`config.mk`:
```
export PLATFORM = sky130hd
export DESIGN_NAME = aes_block_collector
export DESIGN_NICKNAME = d
export VERILOG_FILES = /design/src/rtl/aes_collector_pkg.sv /design/src/rtl/aes_block_fifo.sv /design/src/rtl/aes_block_collector.sv
export SDC_FILE = /design/constraint.sdc
export NUM_CORES = 1
export LEC_CHECK = 0
export ABC_AREA = 0
export CORE_MARGIN = 5
export CORE_UTILIZATION = 62
export CTS_CLUSTER_DIAMETER = 200
export DETAILED_ROUTE_END_ITERATION = 12
export PLACE_DENSITY = 0.86
export SLEW_MARGIN = 30
export SYNTH_ARGS = -nofsm -noshare
export SYNTH_HDL_FRONTEND = slang
export SYNTH_SLANG_ARGS = --single-unit
export TNS_END_PERCENT = 100
```
`constraint.sdc`:
```
create_clock -name clk -period 6.2 [get_ports clk]
set_clock_uncertainty 0.1 [all_clocks]
set_input_delay 1.55 -clock clk [delete_from_list [all_inputs] [get_ports clk]]
set_output_delay 1.55 -clock clk [all_outputs]
set_load 0.05 [all_outputs]
```
`src/rtl/aes_collector_pkg.sv`:
```
// aes_collector_pkg: shared widths, block type and FSM states for the AES block collector.
package aes_collector_pkg;
  localparam int BLOCK_W = 128;
  localparam int BYTE_W = 8;
  localparam int BYTES_PER_BLOCK = 16;
  localparam int FIFO_DEPTH = 2;
  typedef logic [BLOCK_W-1:0] aes_block_t;
  typedef enum logic {ST_EMPTY, ST_FILL} state_t;
endpackage

```
`src/rtl/aes_block_fifo.sv`:
```
// aes_block_fifo: 2-entry 128-bit FIFO; a push into a full FIFO lands only when a pop frees the head in the same cycle.
module aes_block_fifo
  import aes_collector_pkg::*;
(
  input  logic       clk,
  input  logic       rst,
  input  logic       push,
  input  logic       pop,
  input  aes_block_t din,
  output aes_block_t dout,
  output logic       full,
  output logic       empty
);
  aes_block_t mem [FIFO_DEPTH];
  logic wr_q, rd_q, do_push, do_pop;
  logic [1:0] cnt_q;
  assign empty = cnt_q == 2'd0;
  assign full = cnt_q == 2'(FIFO_DEPTH);
  assign do_pop = pop && !empty;
  assign do_push = push && (!full || do_pop);
  assign dout = mem[rd_q];
  always_ff @(posedge clk or negedge rst) begin
    if (!rst) begin
      mem <= '{default: '0};
      wr_q <= 1'b0;
      rd_q <= 1'b0;
      cnt_q <= 2'd0;
    end else begin
      if (do_push) mem[wr_q] <= din;
      if (do_push) wr_q <= !wr_q;
      if (do_pop) rd_q <= !rd_q;
      cnt_q <= cnt_q + 2'(do_push) - 2'(do_pop);
    end
  end
endmodule

```
`src/rtl/aes_block_collector.sv`:
```
// aes_block_collector: packs 16 strobed chip bytes MSB-first into 128-bit blocks behind a 2-deep FIFO.
// Define AES_COLLECTOR_TIMEOUT_EN to discard partial blocks left idle for TIMEOUT_CYCLES.
module aes_block_collector
  import aes_collector_pkg::*;
#(
  parameter int TIMEOUT_CYCLES = 1024
) (
  input  logic              clk,
  input  logic              rst,
  input  logic [BYTE_W-1:0] chip_data,
  input  logic              sho,
  input  logic              flush,
  input  logic              clear_err,
  output aes_block_t        block_data,
  output logic              block_valid,
  input  logic              block_ready,
  output logic [3:0]        fill_count,
  output logic              overflow,
  output logic              timeout_err
);
  state_t state_q, state_d;
  logic [3:0] fill_q, fill_d;
  logic [BLOCK_W-BYTE_W-1:0] asm_q;
  logic sho_d, accept, take, push_req, pop, full, empty, timeout, ovf_q;
  assign accept = sho && !sho_d;
  assign take = accept && !flush;
  assign pop = block_valid && block_ready;
  assign block_valid = !empty;
  assign fill_count = fill_q;
  assign overflow = ovf_q;
  aes_block_fifo u_fifo (
    .clk   (clk),
    .rst   (rst),
    .push  (push_req),
    .pop   (pop),
    .din   ({asm_q, chip_data}),
    .dout  (block_data),
    .full  (full),
    .empty (empty)
  );
  always_comb begin
    state_d = state_q;
    fill_d = fill_q;
    push_req = 1'b0;
    if (flush || timeout) begin
      state_d = ST_EMPTY;
      fill_d = 4'd0;
    end else if (take) begin
      push_req = fill_q == 4'(BYTES_PER_BLOCK - 1);
      fill_d = push_req ? 4'd0 : fill_q + 4'd1;
      state_d = push_req ? ST_EMPTY : ST_FILL;
    end
  end
  // sho_d resets high so a strobe already asserted at reset release is not an edge
  always_ff @(posedge clk or negedge rst) begin
    if (!rst) begin
      sho_d <= 1'b1;
      state_q <= ST_EMPTY;
      fill_q <= 4'd0;
      asm_q <= '0;
      ovf_q <= 1'b0;
    end else begin
      sho_d <= sho;
      state_q <= state_d;
      fill_q <= fill_d;
      if (take) asm_q <= {asm_q[BLOCK_W-2*BYTE_W-1:0], chip_data};
      ovf_q <= (push_req && full && !pop) ? 1'b1 : clear_err ? 1'b0 : ovf_q;
    end
  end
`ifdef AES_COLLECTOR_TIMEOUT_EN
  localparam int IDLE_W = $clog2(TIMEOUT_CYCLES + 1);
  logic [IDLE_W-1:0] idle_q;
  logic terr_q;
  assign timeout = state_q == ST_FILL && !take && idle_q == IDLE_W'(TIMEOUT_CYCLES);
  assign timeout_err = terr_q;
  always_ff @(posedge clk or negedge rst) begin
    if (!rst) begin
      idle_q <= '0;
      terr_q <= 1'b0;
    end else begin
      idle_q <= (state_q != ST_FILL || accept || timeout) ? '0 : idle_q + IDLE_W'(1);
      terr_q <= timeout ? 1'b1 : clear_err ? 1'b0 : terr_q;
    end
  end
`else
  assign timeout = 1'b0;
  assign timeout_err = 1'b0;
`endif
endmodule
```
==> flow_summary.toml <==
[global_routing]
first_global_vias = 9309
gr-total-overflow = 0
grt_usage_pct = 21.9
grt_pass1_wl_um = 53500
antenna_found_initial = 0
grt_max_degree = 134

[die]
row_count = 59
die_w_um = 173
start_util_pct = 62.9
ioPinCount = 149
core_um2 = 26100
die_y_um = 173
fp.dieArea_um2 = 29800

[sta]
period_needed_ns = 4.69
timing.hold.ws_ns = 0.388
max_freq_mhz = 213
hold_viol_final = 0
worst_pin_slew_ns = 0.948
rsz0062_at_grt = "no"
finalSetupTns_ns = 0
drv_slew = 0
slew_headroom_pct = 36.6
fin_crit_sh_pct = 75.7
finalSetupViolCount = 0

[final_layout]
diodes = 0
final_util_pct = 74.1
nets = 1142
drive_above_1_share_pct = 50.6
syn_to_final_growth_pct = 17.7
final_area_um2 = 19300

[drt]
dr.pass1.iters = 4
topRoutingLayerUsed = "met4"
routedWlPerCell_um = 21.9
via_count = 8440
wirelength_um = 32500
wl_met2_um = 15700
postRouteAntennaNets = 0
drt-met1-wl_um = 14800
wl_met3_um = 1530
viasPerCell = 5.69
drc_errors = 0
drtIter0Drc = 451

[logic_synthesis]
syn_nets = 998
async_reset_ff_share_pct = 100
synth_cell_type_count = 32
synth_area_um2 = 16400
syn_avg_cell_area_um2 = 16.7
synth_flop_cell = "dfrtp_1"
ys_warn_count = 0
ys_ff_latch = 386
synth_cells = 981
ys_seq_area_share_pct = 58.9
synth-edff-count = 0

[clock_network]
tritoncts = "built"
cts_resized = 0
clock_latency_ns = 0.52
path_clk_slew_ns = 0.06
cts_hold_buffers = 0
clock_sinks = 386
cts_buffers = 39
root_buffer = "clkbuf_16"
clk_path_buf_depth = 3
htreeDepth = 2
post_cts_buffers = 0

[critical_path]
crit_buf_inv = 2
reg2reg_from = "u_fifo.cnt_q[0]"
r2r_end = "u_fifo.mem[127]"
rr_worst_depth = 4
path_cells = "buf_12 -> mux2_2 -> clkdlybuf4s50_1"
endpoint_kind = "primary output"
critPathSlowestCell = "dfrtp_4"
worst-path-max-fanout = 55
critPathTopFamily = "buffers and inverters"
critPathMaxStageDelay_ns = 0.98
path_class = "flop to primary output"
critPathLaunchType = "flop"
cp_data_arrival_time_ns = 3.04
worstPathRequired_ns = 4.55
rrSetupSlack_ns = 3.28
critical_path.startpoint = "u_fifo.rd_q"

[hold_path]
min_from = "u_fifo.cnt_q[1]"
holdPathStages = 1
hold_end = "u_fifo.cnt_q[1]"
hp-class = "flop to flop"

[power]
vdd_ir_drop_max_v = 0.000255
finalPower_mw = 5.50
p_leak_nw = 9.69
power_density_nw_per_um2 = 285

[placement]
dp_hpwl_um = 19900
postPlaceCellArea_um2 = 18100
port_buffers = 147
gp_congestion = 0.753

[job]
cap_violations = 0

[status]
outcome = "completed"
[cells by family after synthesis]
kind of cell	after synthesis	share of synthesized area [%]
flip-flops	386	58.9
multiplexers	505	37.4
XOR/XNOR	5	0.267
adder cells (fa/ha/maj)	3	0.229
AO/OA/AOI/OAI	6	0.282
other	1	0.0229
AND/OR/NAND/NOR	17	0.702
buffers and inverters	58	2.17
[layer usage]
layer  vias to the layer above  track usage, %
li1                       3788               -
met1                      4444            31.5
met2                       168            34.9
met3                        40            4.54
met4                         0            4.92
met5                         -               0
[stage by stage]
| stage | setup slack, ns | std cells |
|---|---|---|
| 2_1_floorplan | 3.01 | 981 |
| 3_3_place_gp | 1.77 | 1418 |
| 3_5_place_dp | 1.70 | 1418 |
| 4_1_cts | 1.46 | 1482 |
| 5_1_grt | 1.38 | 1483 |
| 6_report | 1.51 | 1483 |
[cell type report]
| class | instances | area (um^2) |
|---|---|---|
| clock buffers | 53 | 1090 |
| clock inverters | 11 | 65.1 |
| fillers | 1569 | 6760 |
| inverters | 2 | 7.51 |
| multi-input cells | 537 | 6400 |
| flip-flops and latches | 386 | 9660 |
| well taps | 335 | 419 |
| repair buffers | 159 | 1660 |
[synth_stat cells, drive strengths merged, types with 2 or more instances]
cell / instances / area [um^2]
ha: 3 / 37.5
nand3b: 3 / 35.0
dfrtp: 385 / 9630
mux2: 504 / 6130
xor2: 2 / 17.5
nor2: 4 / 15.0
inv: 2 / 7.51
xnor2: 3 / 26.3
nand2: 2 / 7.51
a21oi: 2 / 10.0
buf: 41 / 292
clkbuf: 15 / 56.3
[worst max-delay path by stage]
stage               cells past startpoint  slack [ns]               to
floorplan                               3        3.01  block_data[119]
global placement                        5        1.77  u_fifo.mem[127]
detailed placement                      5        1.70  u_fifo.mem[127]
CTS                                     3        1.46   block_data[77]
global route                            3        1.38   block_data[84]
finish                                  3        1.51   block_data[47]
[power breakdown]
group          internal (mW)  switching [mW]  total (mW)
combinational          0.194           0.124       0.318
sequential              2.73           0.280        3.02
clock                   1.23           0.944        2.17
[flip-flops by register name, summed over array words and instances (netlist names)]
| register | cells |
|---|---|
| sho_d | 1 |
| u_fifo.mem | 256 |
| overflow | 1 |
| u_fifo.wr_q | 1 |
| u_fifo.rd_q | 1 |
| u_fifo.cnt_q | 2 |
| asm_q | 120 |
| fill_count | 4 |
[layout by cell type, fill, tap and decap left out, types with 2 or more instances in the layout]
cell and n:
clkdlybuf4s50_1 146, buf_4 5, inv_6 2, clkbuf_1 8
inv_1 2, xor2_1 2, xnor2_1 3, mux2_4 120
clkbuf_16 39, ha_1 3, nand2_1 2, clkbuf_8 6
nor2_1 3, nand3b_1 2, a21oi_1 2, dfrtp_1 384
buf_12 6, clkinv_2 8, mux2_2 384
Power figures use the tool's default switching activity.
